<file path="config.mk">
export PLATFORM = sky130hd
export DESIGN_NAME = spi_req_scheduler
export DESIGN_NICKNAME = d
export VERILOG_FILES = /design/src/rtl/spi_req_scheduler.sv
export SDC_FILE = /design/constraint.sdc
export NUM_CORES = 1
export LEC_CHECK = 0
export CORE_MARGIN = 3
export CORE_UTILIZATION = 41
export CTS_CLUSTER_DIAMETER = 100
export DETAILED_ROUTE_END_ITERATION = 8
export PLACE_DENSITY = 0.81
export RECOVER_POWER = 100
export SLEW_MARGIN = 30
export SYNTH_ARGS = -nofsm -noshare
export SYNTH_HDL_FRONTEND = slang
export SYNTH_SLANG_ARGS = --single-unit
</file>
<file path="constraint.sdc">
create_clock -name clk -period 2.4 [get_ports clk]
set_clock_uncertainty 0.1 [all_clocks]
set_input_delay 0.48 -clock clk [delete_from_list [all_inputs] [get_ports clk]]
set_output_delay 0.48 -clock clk [all_outputs]
set_load 0.05 [all_outputs]
</file>
<file path="src/rtl/spi_req_scheduler.sv">
// rtl/spi_req_scheduler.sv - round-robin scheduler sharing one spi_master among NUM_REQ requesters
// Define SPI_SCHED_TIMEOUT_EN to add the WAIT watchdog and the timeout_err output.
module spi_req_scheduler #(
  parameter int NUM_REQ    = 4,
  parameter int IDX_WIDTH  = 2,
  parameter int DATA_WIDTH = 16,
  parameter int CS_SETUP   = 2,
  parameter int CS_HOLD    = 2,
  parameter int TIMEOUT    = 1024
) (
  input  logic                          clk,
  input  logic                          rst,
  input  logic [NUM_REQ-1:0]            req,
  input  logic [NUM_REQ*DATA_WIDTH-1:0] req_data,
  output logic [NUM_REQ-1:0]            gnt,
  output logic [NUM_REQ-1:0]            rsp_valid,
  output logic [DATA_WIDTH-1:0]         rsp_data,
  output logic [NUM_REQ-1:0]            cs_n,
  output logic                          busy,
  output logic                          spi_start,
  output logic [DATA_WIDTH-1:0]         spi_data_in,
  input  logic                          spi_busy,
  input  logic                          spi_new_data,
  input  logic [DATA_WIDTH-1:0]         spi_data_out
`ifdef SPI_SCHED_TIMEOUT_EN
  ,
  output logic                          timeout_err
`endif
);

  localparam int CNT_MAX0 = (CS_SETUP > CS_HOLD) ? CS_SETUP : CS_HOLD;
  localparam int CNT_MAX  = (CNT_MAX0 > TIMEOUT) ? CNT_MAX0 : TIMEOUT;
  localparam int CNT_W    = $clog2(CNT_MAX + 1);

  typedef enum logic [1:0] {S_IDLE, S_SETUP, S_WAIT, S_HOLD} state_t;

  state_t                state, state_d;
  logic [CNT_W-1:0]      cnt, cnt_d;
  logic [IDX_WIDTH-1:0]  sel, sel_d;
  logic [IDX_WIDTH-1:0]  rr_ptr, rr_d, rr_next;
  logic [IDX_WIDTH-1:0]  pick;
  logic                  pick_found;
  logic [DATA_WIDTH-1:0] pick_data;
  logic [NUM_REQ-1:0]    gnt_d, rsp_valid_d, cs_n_d;
  logic [DATA_WIDTH-1:0] rsp_data_d, spi_data_d;
  logic                  spi_start_d;
`ifdef SPI_SCHED_TIMEOUT_EN
  logic                  timeout_d;
`endif

  // First requester at or after rr_ptr, wrapping past NUM_REQ-1.
  always_comb begin
    int cand;
    pick_found = 1'b0;
    pick       = '0;
    cand       = 0;
    for (int k = 0; k < NUM_REQ; k++) begin
      cand = int'(rr_ptr) + k;
      if (cand >= NUM_REQ) cand = cand - NUM_REQ;
      if (!pick_found && req[IDX_WIDTH'(cand)]) begin
        pick_found = 1'b1;
        pick       = IDX_WIDTH'(cand);
      end
    end
  end

  always_comb begin
    pick_data = '0;
    for (int i = 0; i < NUM_REQ; i++)
      if (pick == IDX_WIDTH'(i)) pick_data = req_data[i*DATA_WIDTH +: DATA_WIDTH];
  end

  assign rr_next = (sel == IDX_WIDTH'(NUM_REQ - 1)) ? '0 : sel + 1'b1;

  always_comb begin
    state_d     = state;
    cnt_d       = cnt;
    sel_d       = sel;
    rr_d        = rr_ptr;
    cs_n_d      = cs_n;
    gnt_d       = '0;
    rsp_valid_d = '0;
    rsp_data_d  = rsp_data;
    spi_start_d = 1'b0;
    spi_data_d  = spi_data_in;
`ifdef SPI_SCHED_TIMEOUT_EN
    timeout_d   = 1'b0;
`endif
    case (state)
      S_IDLE: begin
        if (pick_found && !spi_busy) begin
          sel_d      = pick;
          spi_data_d = pick_data;
          gnt_d      = NUM_REQ'(1) << pick;
          cs_n_d     = ~(NUM_REQ'(1) << pick);
          cnt_d      = '0;
          state_d    = S_SETUP;
        end
      end
      S_SETUP: begin
        if (cnt == CNT_W'(CS_SETUP - 1)) begin
          spi_start_d = 1'b1;
          cnt_d       = '0;
          state_d     = S_WAIT;
        end else begin
          cnt_d = cnt + 1'b1;
        end
      end
      S_WAIT: begin
        if (spi_new_data) begin
          rsp_data_d  = spi_data_out;
          rsp_valid_d = NUM_REQ'(1) << sel;
          cnt_d       = '0;
          state_d     = S_HOLD;
        end
`ifdef SPI_SCHED_TIMEOUT_EN
        // Watchdog abort: release the slave and move fairness on without a response.
        else if (cnt == CNT_W'(TIMEOUT - 1)) begin
          timeout_d = 1'b1;
          cs_n_d    = '1;
          rr_d      = rr_next;
          cnt_d     = '0;
          state_d   = S_IDLE;
        end else begin
          cnt_d = cnt + 1'b1;
        end
`endif
      end
      S_HOLD: begin
        if (cnt == CNT_W'(CS_HOLD - 1)) begin
          cs_n_d  = '1;
          rr_d    = rr_next;
          cnt_d   = '0;
          state_d = S_IDLE;
        end else begin
          cnt_d = cnt + 1'b1;
        end
      end
      default: state_d = S_IDLE;
    endcase
  end

  always_ff @(posedge clk) begin
    if (rst) begin
      state       <= S_IDLE;
      cnt         <= '0;
      sel         <= '0;
      rr_ptr      <= '0;
      cs_n        <= '1;
      gnt         <= '0;
      rsp_valid   <= '0;
      rsp_data    <= '0;
      spi_start   <= 1'b0;
      spi_data_in <= '0;
      busy        <= 1'b0;
`ifdef SPI_SCHED_TIMEOUT_EN
      timeout_err <= 1'b0;
`endif
    end else begin
      state       <= state_d;
      cnt         <= cnt_d;
      sel         <= sel_d;
      rr_ptr      <= rr_d;
      cs_n        <= cs_n_d;
      gnt         <= gnt_d;
      rsp_valid   <= rsp_valid_d;
      rsp_data    <= rsp_data_d;
      spi_start   <= spi_start_d;
      spi_data_in <= spi_data_d;
      busy        <= (state_d != S_IDLE);
`ifdef SPI_SCHED_TIMEOUT_EN
      timeout_err <= timeout_d;
`endif
    end
  end

endmodule

</file>
* After elaboration in Yosys (flattened, before gate mapping) *
Index checks and enable logic that the tools add are counted.

cells by class
  add/sub/neg operators = 9
  order comparisons = 8
  equality and inequality tests = 11
  shift operators = 2
  mux-type cells = 42
  bitwise operators = 6
  reductions and logical operators = 21

operators by type and width
  kind                     count
  $mux W16                 4
  $mux W11                 3
  $pmux W11 S3             1
  $mux W2                  13
  $lt A2 B4 Y1 const B     4
  $mux W1                  13
  $add A11 B1 Y11 const B  1
  $eq A11 B1 Y1 const B    1
  $eq A2 B2 Y1 const B     5
  $ge A3 B3 Y1 const B     3
  $bmux W1 S2              4
  $mux W4                  2
  $pmux W2 S4              1
  $pmux W4 S2              1
  $reduce_and A2 Y1        4
  $shl A1 B2 Y4 const A    2
  $sub A2 B1 Y2 const B    4
  $add A2 B2 Y3 const B    2
  $ne A2 B2 Y1 const B     3
  $reduce_or A3 Y1         2
  $not A1 Y1               5
  $eq A2 B1 Y1 const B     2
  $logic_and A1 B1 Y1      4
  $logic_not A1 Y1         4
  8 further kinds          11

storage, ports and cells
  bits in registers = 63
  input port bits = 88
  output and inout bits = 46

* Logic depth before layout (Yosys ltp) *
Gate-level depths: netlist of run 1.

  depth after elaboration = 20
  gate-level depth with buffers = 8
  depth with buffers taken out = 7

* Worst setup path before layout of run 1 *
OpenSTA, ideal clock, no wires.

  path type = input -> register
  start point = input port req[0]
  end point = register spi_data_in[15]
  library setup time = 0.133 ns
  arrival time = 1.645 ns
  data required time = 2.167 ns
  path slack = 0.522 ns
  stages = 7
  cells stage by stage = nor2b_2 -> or2_2 -> a21oi_1 -> buf_4 -> buf_4 -> mux2i_1 -> o221ai_1

on the way
  word-level cells in the longest chain between the ends = 18

RTL lines
  what                                        RTL line  source
  start, declared                             13        input logic [NUM_REQ-1:0] req,
  $bmux W1 S2                                 60        if (!pick_found && req[IDX_WIDTH'(cand)]) begin
  $mux W1 (not written as such) (2 in a row)  60
  $mux W1                                     60
  $logic_not A1 Y1                            60
  $logic_and A1 B1 Y1                         60
  $mux W1                                     60
  $logic_not A1 Y1                            60
  $logic_and A1 B1 Y1                         60
  $mux W1                                     60
  $logic_not A1 Y1                            60
  $logic_and A1 B1 Y1                         60
  $mux W2                                     60
  $logic_not A2 Y1                            70        if (pick == IDX_WIDTH'(i)) pick_data = req_data[i*DATA_WIDTH +: DATA_WIDTH];
  $mux W16 (4 in a row)                       70
  end signal, assigned                        169       spi_data_in <= spi_data_d;
  end, declared                               21        output logic [DATA_WIDTH-1:0] spi_data_in,

Several ways; a longest one is shown, not always the timed one. The select of a mux whose other input is x is not followed.
A chain may end at the register's enable or synchronous reset.

* Worst setup path in the final report of run 1 *
  start point = input port req[2]
  end point = register spi_data_in[9]

Same word-level chain as after synthesis.

==> run summary, run 1 <==
complex-gate fraction of the synthesized area = 18.5%
DRC viols = 0
post-synthesis mux area share = 2.77%
GPL Wtd Cong = 0.861
Hold Vio Cnt, Final = 0
max-cap viol count = 0
post-CTS setup buffers = 0
hold depth = 2
top post-synthesis cells by area = dfxtp_1 (44%), nand2_1 (7.7%), nor3_1 (5.2%)
flop2flop setup slack = 0.44 ns
largest family of logic cells by synthesized area = simple AND/OR/NAND/NOR gates
Final Core Density = 70.3%
Clock Tree Buf Depth = 2
pwr/cell area = 601 nW/µm²
I/O Buffers = 133
Antenna Nets Post-Route = 0
Total GRT Usage = 22.7%
syn_nets = 425
sequential share of the synthesized area = 43.6%
Worst Path Max Fanout = 24
CTS clk-pin slew, worst paths = 0.07 ns
worst rel slew slack = 33.0%
overall power = 2.79 mW
EDFF count, synth = 0
synthesized flop and latch total = 63
top cell type's share of synthesized area = 43.6%
WL final = 9.13 mm
Syn Area/Cell = 8.65 µm²
Max Fclk = 438 MHz
initial antenna violation count = 0
Synth Area in Adders = 1.30%
Critical R2R Launch = state[1]$_SDFF_PP0_
Via Count = 3071
DP HPWL = 6.83 mm
CP cell instances = dlygate4sd3_1, buf_4, nor2b_1, a211oi_1, a21oi_4, buf_12, clkbuf_1, nor3_1, o31ai_1
Synth Area in XOR/XNOR = 3.33%
Layout fillers = 565
DP Worst Slack = -0.117 ns
hold wc startpoint = rsp_data[14]$_SDFFE_PP0P_
largest net degree at the start of global routing = 25
diode count = 0
Slew Limit Fails = 0
grt ovf = 0
R2R Path End = rsp_valid[3]$_SDFF_PP0_
prevailing post-synth register cell = dfxtp_1
Initial Utilization = 43.8%
Hold EP = rsp_data[14]$_SDFFE_PP0P_
Die X = 90.0 µm
Critical Path Start Type = primary input
net count reported at finish = 571
asr flop ratio synth = 0%
Pre-antenna DRT Iters = 4
fin crit share = 95.2%
Avg WL per Cell = 15.8 µm
slack of the critical path = 0.116 ns
post-synthesis cell count = 334
maximum vdd drop = 0.412 mV
crit path kind = in -> reg
Crit path required time = 2.52 ns
io pins = 134
H-tree depth = 3
die height = 90.0 µm
CTS tree = yes
crit path DAT = 2.41 ns
Iteration-0 DRC Markers = 121
vias in the first global route = 3035
Post-Synthesis Cell Area = 2890 µm²
Final setup viols = 0
CP max stage cell = dlygate4sd3_1
TritonCTS Buffers = 9
Synth cell types = 43
RSZ-0062 raised after global routing = false
status = finished clean
Layout area overhead = 60.7%
Synth Area in Simple Gates = 25.8%
global-route wire length before repair = 15.0 mm
Final min period = 2.28 ns
CTS Hold Buffers Added = 0
clock root cell = clkbuf_8
total negative setup slack = 0 ns
clk sinks = 63
crit-path max cell delay = 0.58 ns
worst skew pair latency = 0.34 ns
leakage = 1.76 nW
via/cell ratio = 5.31
Hold WC Path Type = reg -> reg
R2R depth = 4
Worst Tran Pin Value = 1.00 ns
largest area contributor in the netlist = dfxtp_1
die footprint = 8090 µm²
share of layout cells above drive strength 1 = 10.5%
Yosys warning total = 0
num rows = 29
# resized after CTS = 0
CORE AREA = 6600 µm²
CP Capture Type = flip-flop
[state kept, by name, indices dropped and copies added, names as in the netlist]
name,cells
rr_ptr,2
cnt,11
rsp_valid,4
gnt,4
sel,2
spi_data_in,16
spi_start,1
busy,1
rsp_data,16
state,2
cs_n,4
[metal layers]
layer	up-vias	track usage (%)	wire length [µm]
li1	1487	-	-
met1	1424	28.0	3830
met2	151	36.0	4250
met3	9	8.85	964
met4	0	8.16	91
met5	-	0	0
[worst max-delay path by stage]
stage	start	end	depth (start not counted)
detailed placement	req[0]	cnt[5]$_SDFFE_PP0P_	8
CTS	req[0]	cnt[5]$_SDFFE_PP0P_	8
floorplan	req[0]	spi_data_in[15]$_SDFFE_PP0P_	7
finish	req[2]	spi_data_in[9]$_SDFFE_PP0P_	9
global route	req[2]	spi_data_in[5]$_SDFFE_PP0P_	9
global placement	req[2]	spi_data_in[0]$_SDFFE_PP0P_	9
[area by class of cell]
| cell class | instances | area (µm²) | area share [%] |
|---|---|---|---|
| well taps | 93 | 116 | 2.50 |
| flip-flops and latches | 63 | 1260 | 27.1 |
| repair buffers | 158 | 1530 | 33.0 |
| multi-input cells | 244 | 1500 | 32.3 |
| clock buffers | 9 | 124 | 2.67 |
| inverters | 4 | 15.0 | 0.323 |
| clock inverters | 7 | 96.3 | 2.07 |
[where the power goes]
| part | switching [mW] | internal, mW |
|---|---|---|
| registers | 0.0376 | 1.10 |
| clock network | 0.439 | 0.588 |
| logic | 0.341 | 0.293 |
| total | 0.818 | 1.98 |
[placed cells by master (no fill, tap or decap), drive strengths merged, types with 2 or more instances in the layout]
master / n
or2: 2
dlygate4sd3: 47
o31ai: 14
o2bb2ai: 2
clkdlybuf4s50: 86
bufinv: 2
and4: 2
nor3: 30
and3: 6
nand3: 6
inv: 5
a21oi: 23
o21bai: 2
nor2: 26
nor4: 4
o221ai: 18
nand3b: 4
a211oi: 4
xnor2: 2
buf: 18
nand2b: 3
xor2: 9
clkbuf: 16
dfxtp: 63
clkinv: 4
nand2: 60
nand4: 3
ha: 3
nor2b: 4
mux2i: 8
[worst max-delay path: cells and delay by family]
| family | cells | cell delay, ns |
|---|---|---|
| buf+inv | 4 | 1.04 |
| simple gates | 2 | 0.33 |
| compound gates | 3 | 0.55 |
[through the flow]
step / area, µm² / hold WS (ns) / cells
floorplan: 2890 / 0.348 / 334
global placement: 4460 / 0.340 / 562
detailed placement: 4460 / 0.348 / 562
CTS: 4680 / 0.359 / 578
global route: 4650 / 0.375 / 578
finish: 4650 / 0.352 / 578
[Yosys cell counts, types with 2 or more instances]
cell type,n
dfxtp_1,63
nand2_1,59
nor3_1,30
nor2_1,25
a21oi_1,23
o31ai_1,14
clkbuf_1,10
o221ai_1,9
o221ai_2,9
xor2_1,9
mux2i_1,8
buf_2,7
and3_1,6
nand3_1,6
a211oi_1,4
buf_4,4
inv_1,4
nand3b_1,4
ha_1,3
nand2b_1,3
nand4_1,3
nor2b_1,3
and4_1,2
nor4_1,2
nor4_2,2
o21bai_1,2
o2bb2ai_1,2
or2_2,2
xnor2_1,2
[cells by family (layout without fill, tap and decap cells)]
| family | count (synthesis) | in the layout |
|---|---|---|
| AND/OR/NAND/NOR | 154 | 154 |
| flip-flops | 63 | 63 |
| XOR/XNOR | 11 | 11 |
| buffers and inverters | 27 | 178 |
| AO/OA/AOI/OAI | 68 | 68 |
| adder cells (fa/ha/maj) | 3 | 3 |
| multiplexers | 8 | 8 |
(Power assumes the default switching activity.)
==> run 2: changes to the inputs <==
--- a/config.mk
+++ b/config.mk
@@ -9,6 +9,7 @@
 export CORE_UTILIZATION = 41
 export CTS_CLUSTER_DIAMETER = 100
 export DETAILED_ROUTE_END_ITERATION = 8
+export GPL_ROUTABILITY_DRIVEN = 0
 export PLACE_DENSITY = 0.81
 export RECOVER_POWER = 100
 export SLEW_MARGIN = 30
==> constraint.sdc (replaced) <==
create_clock -name clk -period 2.48 [get_ports clk]
set_clock_uncertainty 0.1 [all_clocks]
set_input_delay 0.496 -clock clk [delete_from_list [all_inputs] [get_ports clk]]
set_output_delay 0.496 -clock clk [all_outputs]
set_load 0.05 [all_outputs]
==> run 2 against run 1 <==
Against the previous run: clock power shrank 14%; first-iteration DRC count grew 13%; combinational power shrank 7.2%; largest cell class unchanged; highest routed layer unchanged.
==> run summary, run 2 (same netlist as run 1, synthesis figures left out) <==
clock root cell = clkbuf_8
CTS Hold Buffers Added = 0 (unchanged)
vias in the first global route = 3002 (-1.1%)
Worst Path Max Fanout = 23 (-4.2%)
post-CTS setup buffers = 0 (unchanged)
total stage count of the critical path = 7 (-2)
R2R depth = 6 (+2)
final hold slack = 0.350 ns (-0.00156 ns)
H-tree depth = 3 (unchanged)
Avg WL per Cell = 15.6 µm (-0.98%)
crit path DAT = 2.39 ns (-0.02 ns)
Total GRT Usage = 21.8% (-0.84 points)
die footprint = 8090 µm² (unchanged)
Critical Path Start Type = primary input
CORE AREA = 6600 µm² (unchanged)
Antenna Nets Post-Route = 0 (unchanged)
commonest cells after routing, fill and taps aside = clkdlybuf4s50_1 (86), dfxtp_1 (63), nand2_1 (60), dlygate4sd3_1 (47), nor3_1 (30)
global-route wire length before repair = 14.6 mm (-2.9%)
Slew Limit Fails = 0 (unchanged)
Via Count = 2970 (-3.3%)
CP cell instances = clkdlybuf4s50_1, nor2b_1, or2_2, a21oi_4, clkbuf_4, mux2i_1, o221ai_1
Die X = 90.0 µm (unchanged)
# resized after CTS = 0 (unchanged)
Hold WC Path Type = reg -> reg
overall power = 2.58 mW (-7.8%)
crit path kind = in -> reg
CTS clk-pin slew, worst paths = 0.07 ns (about the same)
Worst Tran Pin Value = 0.968 ns (-0.0370 ns)
share of layout cells above drive strength 1 = 8.16% (-2.4 points)
Largest regs = rsp_data (16), spi_data_in (16), cnt (11)
R2R Path End = rr_ptr[0]$_SDFFE_PP0P_
CP max stage cell = clkdlybuf4s50_1
Initial Utilization = 43.8% (unchanged)
Top delay family on crit path = buffers and inverters
via/cell ratio = 5.20 (-2.1%)
Iteration-0 DRC Markers = 137 (+13%)
Critical R2R Launch = cnt[0]$_SDFFE_PP0P_
Crit path required time = 2.59 ns (+0.07 ns)
Final min period = 2.28 ns
largest net degree at the start of global routing = 24 (-4.0%)
clk sinks = 63 (unchanged)
DRC viols = 0 (unchanged)
Hold Vio Cnt, Final = 0 (unchanged)
num rows = 29 (unchanged)
grt ovf = 0 (unchanged)
CP Capture Type = flip-flop
Clock Tree Buf Depth = 2 (unchanged)
worst skew pair latency = 0.33 ns (about the same)
Final setup viols = 0 (unchanged)
io pins = 134 (unchanged)
die height = 90.0 µm (unchanged)
DP HPWL = 6.72 mm (-1.7%)
Worst Path Buf+Inv = 2 (-2)
RSZ-0062 raised after global routing = false
I/O Buffers = 133 (unchanged)
WL final = 8.93 mm (-2.2%)
diode count = 0 (unchanged)
initial antenna violation count = 0 (unchanged)
total negative setup slack = 0 ns (unchanged)
Setup crit end = spi_data_in[14]$_SDFFE_PP0P_
CTS tree = yes
TritonCTS Buffers = 9 (unchanged)
Crit. Startpoint = req[0]
flop2flop setup slack = 0.29 ns (-0.15 ns)
leakage = 1.71 nW (-2.7%)
Max Fclk = 438 MHz
maximum vdd drop = 0.425 mV (+3.3%)
Layout area overhead = 55.8%
worst rel slew slack = 35.5% (+2.5 points)
crit-path max cell delay = 0.48 ns (-0.10 ns)
status = finished clean
max-cap viol count = 0 (unchanged)
Pre-antenna DRT Iters = 4 (unchanged)
fin crit share = 92.0%
net count reported at finish = 564 (-1.2%)
pwr/cell area = 572 nW/µm² (-4.9%)
most common cell after layout, fill and taps aside = clkdlybuf4s50_1
## run 2: worst min-delay path by stage
stage / startpoint / endpoint / slack [ns] / cells after the start
finish: rsp_data[14]$_SDFFE_PP0P_ / rsp_data[14]$_SDFFE_PP0P_ / 0.35 / 2
global route: rsp_data[11]$_SDFFE_PP0P_ / rsp_data[11]$_SDFFE_PP0P_ / 0.38 / 2
floorplan: sel[1]$_SDFFE_PP0P_ / rsp_valid[1]$_SDFF_PP0_ / 0.35 / 1
global placement: spi_data_in[10]$_SDFFE_PP0P_ / spi_data_in[10]$_SDFFE_PP0P_ / 0.34 / 2
CTS: rsp_data[14]$_SDFFE_PP0P_ / rsp_data[14]$_SDFFE_PP0P_ / 0.36 / 2
detailed placement: spi_data_in[0]$_SDFFE_PP0P_ / spi_data_in[0]$_SDFFE_PP0P_ / 0.34 / 2
## run 2: report_power, final
part,total (mW),switching [mW],leakage [nW],internal [mW]
clock,0.890,0.404,0.0981,0.486
combinational,0.589,0.320,1.10,0.269
sequential,1.10,0.0364,0.512,1.06
## run 2: final cells by class
type | count | area, µm²
Tap cell | 93 | 116
Fill cell | 570 | 2100
Clock buffer | 10 | 138
Clock inverter | 6 | 60.1
Inverter | 4 | 15.0
Sequential cell | 63 | 1260
Multi-Input combinational cell | 244 | 1450
Timing Repair Buffer | 151 | 1470
## run 2: routing by layer
layer / routed length, µm / global-route usage (%) / vias up
met3: 825 / 7.51 / 13
met5: 0 / 0 / -
met4: 138 / 8.16 / 0
li1: - / - / 1477
met1: 3930 / 27.5 / 1344
met2: 4040 / 34.6 / 136
## run 2: per-stage QoR
step / utilization [%] / cell area [µm²] / setup slack (ns) / cells
finish: 68.2 / 4500 / 0.197 / 571
detailed placement: 66.5 / 4390 / -0.0872 / 555
floorplan: - / 2890 / 0.586 / 334
CTS: 69.5 / 4590 / 0.276 / 571
global route: 68.2 / 4500 / 0.0666 / 571
global placement: 66.5 / 4390 / -0.00754 / 555
## run 2: worst reg2reg max path, cell delays in order, from the launching register on
cell,delay [ns]
dfxtp_1,0.41
ha_1,0.18
nor4b_1,0.33
and4_1,0.41
nand2_1,0.20
or3_1,0.36
a21oi_1,0.15
==> edit 1 (flow settings as in run 1) <==
Make the reset (`rst`) asynchronous in one clocked block.
--- a/src/rtl/spi_req_scheduler.sv
+++ b/src/rtl/spi_req_scheduler.sv
@@ -142,3 +142,3 @@
 
-  always_ff @(posedge clk) begin
+  always_ff @(posedge clk or posedge rst) begin
     if (rst) begin
Check against the original RTL: differs if rst is asserted again (counterexample within 4 cycles, from zero or initial values and one cycle with rst high); with rst held inactive, the same outputs for 10 cycles.
==> edit 1 against run 1 <==
Area after synthesis is 4.1% higher. Critical endpoint is now rsp_data[8]$_DFFE_PP0P_. Final area up 0.13%. Fmax is essentially flat. Non-clock buffer count fell by 6. Via count down 13%. Worst setup slack better by 1.9 ps. First-iteration DRC count grew 45%. Total power decreased by 17%. Register-to-register slack lost 260 ps. Largest cell class is now flip-flops and latches. Synthesized cell count decreased by 20%. Sequential cell count stayed put. Routed wire length decreased by 13%. Cell count is 11% lower.
==> edit 1: results (changes against run 1) <==
[finish]
fill_cells=518  ; -8.3%
inv_count=12  ; +8
syn2layout_area_growth_pct=54.6
buf_share=0.312  ; -0.0182
nNonClkBuffers=152  ; -3.8%
clk_share=0.0390  ; -0.00840
seq_share=0.340  ; +0.0685
clock_buffers=15  ; +6
multi_input_area_um2=1270  ; -15%
fin_nets=507  ; -11%
multi_input_gates=175  ; -28%

[synth]
syn-num-nets=360  ; -15%
synthXorXnorAreaFrac=0.00582  ; -0.0275
yosysUniqueCellTypes=45  ; +4.7%
synth_compound_area_frac=0.175  ; -0.00981
async_reset_ff_frac=1.00  ; +1.00
ys_top_cells_by_count=59 x dfrtp_1, 21 x o21ai_1, 20 x nor2_1
synth_seq_area_share=0.526  ; +0.0892
netlist_area_um2=3010  ; +4.1%
synth_fa_ha_area_frac=0.0249  ; +0.0120

[setup_path]
slowest_stage=clkbuf_1
r2r_cells=6  ; +2
cp_max_fo=16  ; -33%
crit_start=spi_new_data
reg2reg_from=cnt[1]$_DFFE_PP0P_
max_stage_delay_ps=680  ; +100 ps
crit_arrival_ps=2390  ; -20 ps
r2r-end=rr_ptr[1]$_DFFE_PP0P_
endpoint=rsp_data[8]$_DFFE_PP0P_
r2r_slack_ps=180  ; -260 ps

[global_route]
grt_util_met3=0.0591  ; -0.0294
use_met1=0.229  ; -0.0508
grt_max_degree=64  ; +160%
grt_pass1_wl_mm=13.2  ; -12%
grt_use_met2=0.339  ; -0.0213

[pwr]
ir_drop_mv=0.346  ; -16%
power_leakage_nw=2.23  ; +27%

[timing]
hold_slack_ps=381  ; +29.6 ps

[hold_path]
hold_depth=1  ; -1
min_from=cnt[10]$_DFFE_PP0P_
holdPathEnd=cnt[10]$_DFFE_PP0P_
worstHoldPathType=flip-flop to flip-flop

[clock_tree]
clk_latency_ps=320  ; -20 ps
clk_pin_slew_ps=70  ; about the same

[route]
wl_met2_mm=4.12  ; -2.9%
wire_per_inst_um=15.5  ; -1.8%
drt-total-wl_mm=7.98  ; -13%
drtIter0Drc=175  ; +45%
vias=2676  ; -13%
wl_met1_mm=3.12  ; -19%
wl_met3_um=591  ; -39%

[status]
status=finished clean

[placement]
gp_congestion=0.837  ; -2.8%
dp.cells=498  ; -11%
placed_cell_area_um2=4540  ; +1.9%
hpwl_mm=6.23  ; -8.9%

==> edit 1: changes by cell type in the layout (fill, tap and decap cells not counted), moves of 15 or more <==
cell             run 1  this run
nor3_1              30         1
a21oi_1             22         6
a222oi_1             0        16
nand2_1             60        13
o21ai_0              0        26
mux2_2               0        15
dfrtp_1              0        59
dfxtp_1             63         0
==> edit 1: worst reg2reg max path, delay by kind of cell (launching register included) <==
kind	cells	cell delay [ps]
AND/OR/NAND/NOR	3	1040
flip-flops	1	400
multiplexers	1	350
adder cells (fa/ha/maj)	1	140
buffers and inverters	1	90
==> edit 1: stage by stage <==
stage                     setup WS [ps]  utilization
after global routing               55.2        0.670
after detailed placement          -4.25        0.654
after CTS                           130        0.680
after global placement             41.1        0.654
after floorplan                     257            -
final                               118        0.670
==> edit 1: power breakdown <==
group	total, mW	internal [mW]	leakage (nW)	switching, mW
Sequential	1.11	1.09	0.818	0.0151
Clock	0.824	0.460	0.0937	0.364
Combinational	0.377	0.195	1.32	0.182
Total	2.31	1.75	2.23	0.562
==> edit 2 (settings of run 1) <==
Without the edit above. Add a define of `SPI_SCHED_TIMEOUT_EN`.
--- a/src/rtl/spi_req_scheduler.sv
+++ b/src/rtl/spi_req_scheduler.sv
@@ -2,2 +2,4 @@
 // Define SPI_SCHED_TIMEOUT_EN to add the WAIT watchdog and the timeout_err output.
+`define SPI_SCHED_TIMEOUT_EN
+
 module spi_req_scheduler #(
Function (old outputs only; new: timeout_err): same outputs for any inputs over 10 cycles, from zero or initial values and one cycle with rst high; that may be too few to reach the edited logic, so the function may still have changed.
==> edit 2 against run 1 <==
Sequential cell count increased by 1. Final area increased by 8.6%. Sequential share of layout area decreased by 1.8 points. Routed wire length increased by 13%. Area after synthesis increased by 12%. Global-route usage increased by 0.54 points. Worst hold slack about the same. Count of clock-buffer cells in the layout unchanged. Worst setup slack improved by 17 ps. Synthesized cell count increased by 16%. Critical endpoint is now busy$_SDFF_PP0_. Largest cell class is now multi-input combinational cells.
Power is not compared: it rests on default switching activity, and its combinational part moved more than twofold at a synthesized area within 25%.
==> edit 2: results (changes against run 1) <==
[synth]
synth_seq_area_share=0.395  ; -0.0413
ys_top_cells_by_count=65 x nand2_1, 64 x dfxtp_1, 31 x a21oi_1
yosysUniqueCellTypes=47  ; +9.3%
yosysWarnings=0  ; unchanged
synthFlopType=dfxtp_1
synth_area_leaders=dfxtp_1 40%, nand2_1 7.5%, mux2i_1 6.5%
syn-num-nets=483  ; +14%
netlist_instances=387  ; +16%

[setup_path]
cp_max_fo=5  ; -79%
r2r_cells=6  ; +2
crit_arrival_ps=2380  ; -30 ps

[placement]
post-place-ws_ps=-98.5  ; +18.6 ps
hpwl_mm=7.84  ; +15%
gp_congestion=0.862  ; about the same
numPortBuffers=134  ; +0.75%
placed_cell_area_um2=4840  ; +8.6%

[route]
avgViaCountPerCell=5.50  ; +3.6%
vias=3533  ; +15%
wire_per_inst_um=16.0  ; +1.4%
drtIter0Drc=133  ; +9.9%
ant_nets=0  ; unchanged

[global_route]
grt_pass1_wl_mm=16.5  ; +9.9%
grt_max_degree=24  ; -4.0%
antenna_found_initial=0  ; unchanged
track_usage=0.232  ; +0.00542

[status]
status=finished clean

[clock_tree]
h-tree-depth=3  ; unchanged
postCtsSetupBuffers=0  ; unchanged
clk_latency_ps=330

[timing]
slew_viol_final=0  ; unchanged
maxSlewHeadroom=0.491  ; +0.161
setup_violations=0  ; unchanged

[finish]
fill_cells=617  ; +9.2%
fin_nets=634  ; +11%
drive_gt1_frac=0.105  ; -0.000182

[pwr]
ir_drop_mv=0.331

edit 2: changes by cell type after synthesis, moves of 9 or more:
cell / run 1 / this run
a21o_1: 1 / 17
o221ai_1: 9 / 0
mux2i_1: 8 / 21
o211ai_1: 0 / 16
o21ai_0: 0 / 9
nor3_1: 30 / 7
nand4_1: 3 / 16
o221ai_2: 9 / 0
edit 2: power by group:
group	switching, mW	total, mW	internal [mW]
combinational	0.911	1.46	0.548
clock	0.424	1.01	0.586
sequential	0.0887	1.29	1.21
total	1.42	3.76	2.34
edit 2: metrics by stage:
step                hold WS, ps  utilization
global placement            341        0.650
CTS                         358        0.680
global route                372        0.678
floorplan                   347            -
detailed placement          347        0.650
finish                      352        0.678
edit 2: path summary, 6_finish.rpt:
kind | startpoint | end | slack [ps]
max | cnt[1]$_SDFFE_PP0P_ | busy$_SDFF_PP0_ | 130
min | rsp_data[4]$_SDFFE_PP0P_ | rsp_data[4]$_SDFFE_PP0P_ | 350
max reg2reg | cnt[1]$_SDFFE_PP0P_ | busy$_SDFF_PP0_ | 130
min reg2reg | rsp_data[4]$_SDFFE_PP0P_ | rsp_data[4]$_SDFFE_PP0P_ | 350
edit 2: what timing repair did:
| action | CTS | global route |
|---|---|---|
| gates resized for setup | 0 | 1 |
| hold endpoints to repair | 0 | 0 |
| setup endpoints to repair | 0 | 1 |
edit 2: worst max-delay path: stages (launching register included):
cell      delay (ps)
dfxtp_1          410
ha_1             270
nand3_4           90
or4_1            570
a211o_1          330
o211a_1          230
o21bai_1         150
edit 2: logic make-up after synthesis:
kind of cell,count (synthesis),synth area share
mux,22,0.0683
buf+inv,30,0.0355
flops,64,0.395
simple gates,150,0.226
xor+xnor,2,0.00540
compound gates,111,0.238
fa+ha+maj,8,0.0309
edit 2: cell type report:
type	count	area (µm²)	area share
flip-flops and latches	64	1280	0.254
well taps	99	124	0.0245
multi-input cells	293	1850	0.367
repair buffers	163	1540	0.306
clock buffers	9	124	0.0245
inverters	7	26.3	0.00521
clock inverters	7	95.1	0.0188
edit 2: routing by layer:
layer,wire length (µm),vias up,track usage
met2,5320,139,0.404
met1,4030,1658,0.269
li1,-,1715,-
met5,0,-,0
met4,238,0,0.111
met3,694,21,0.0502
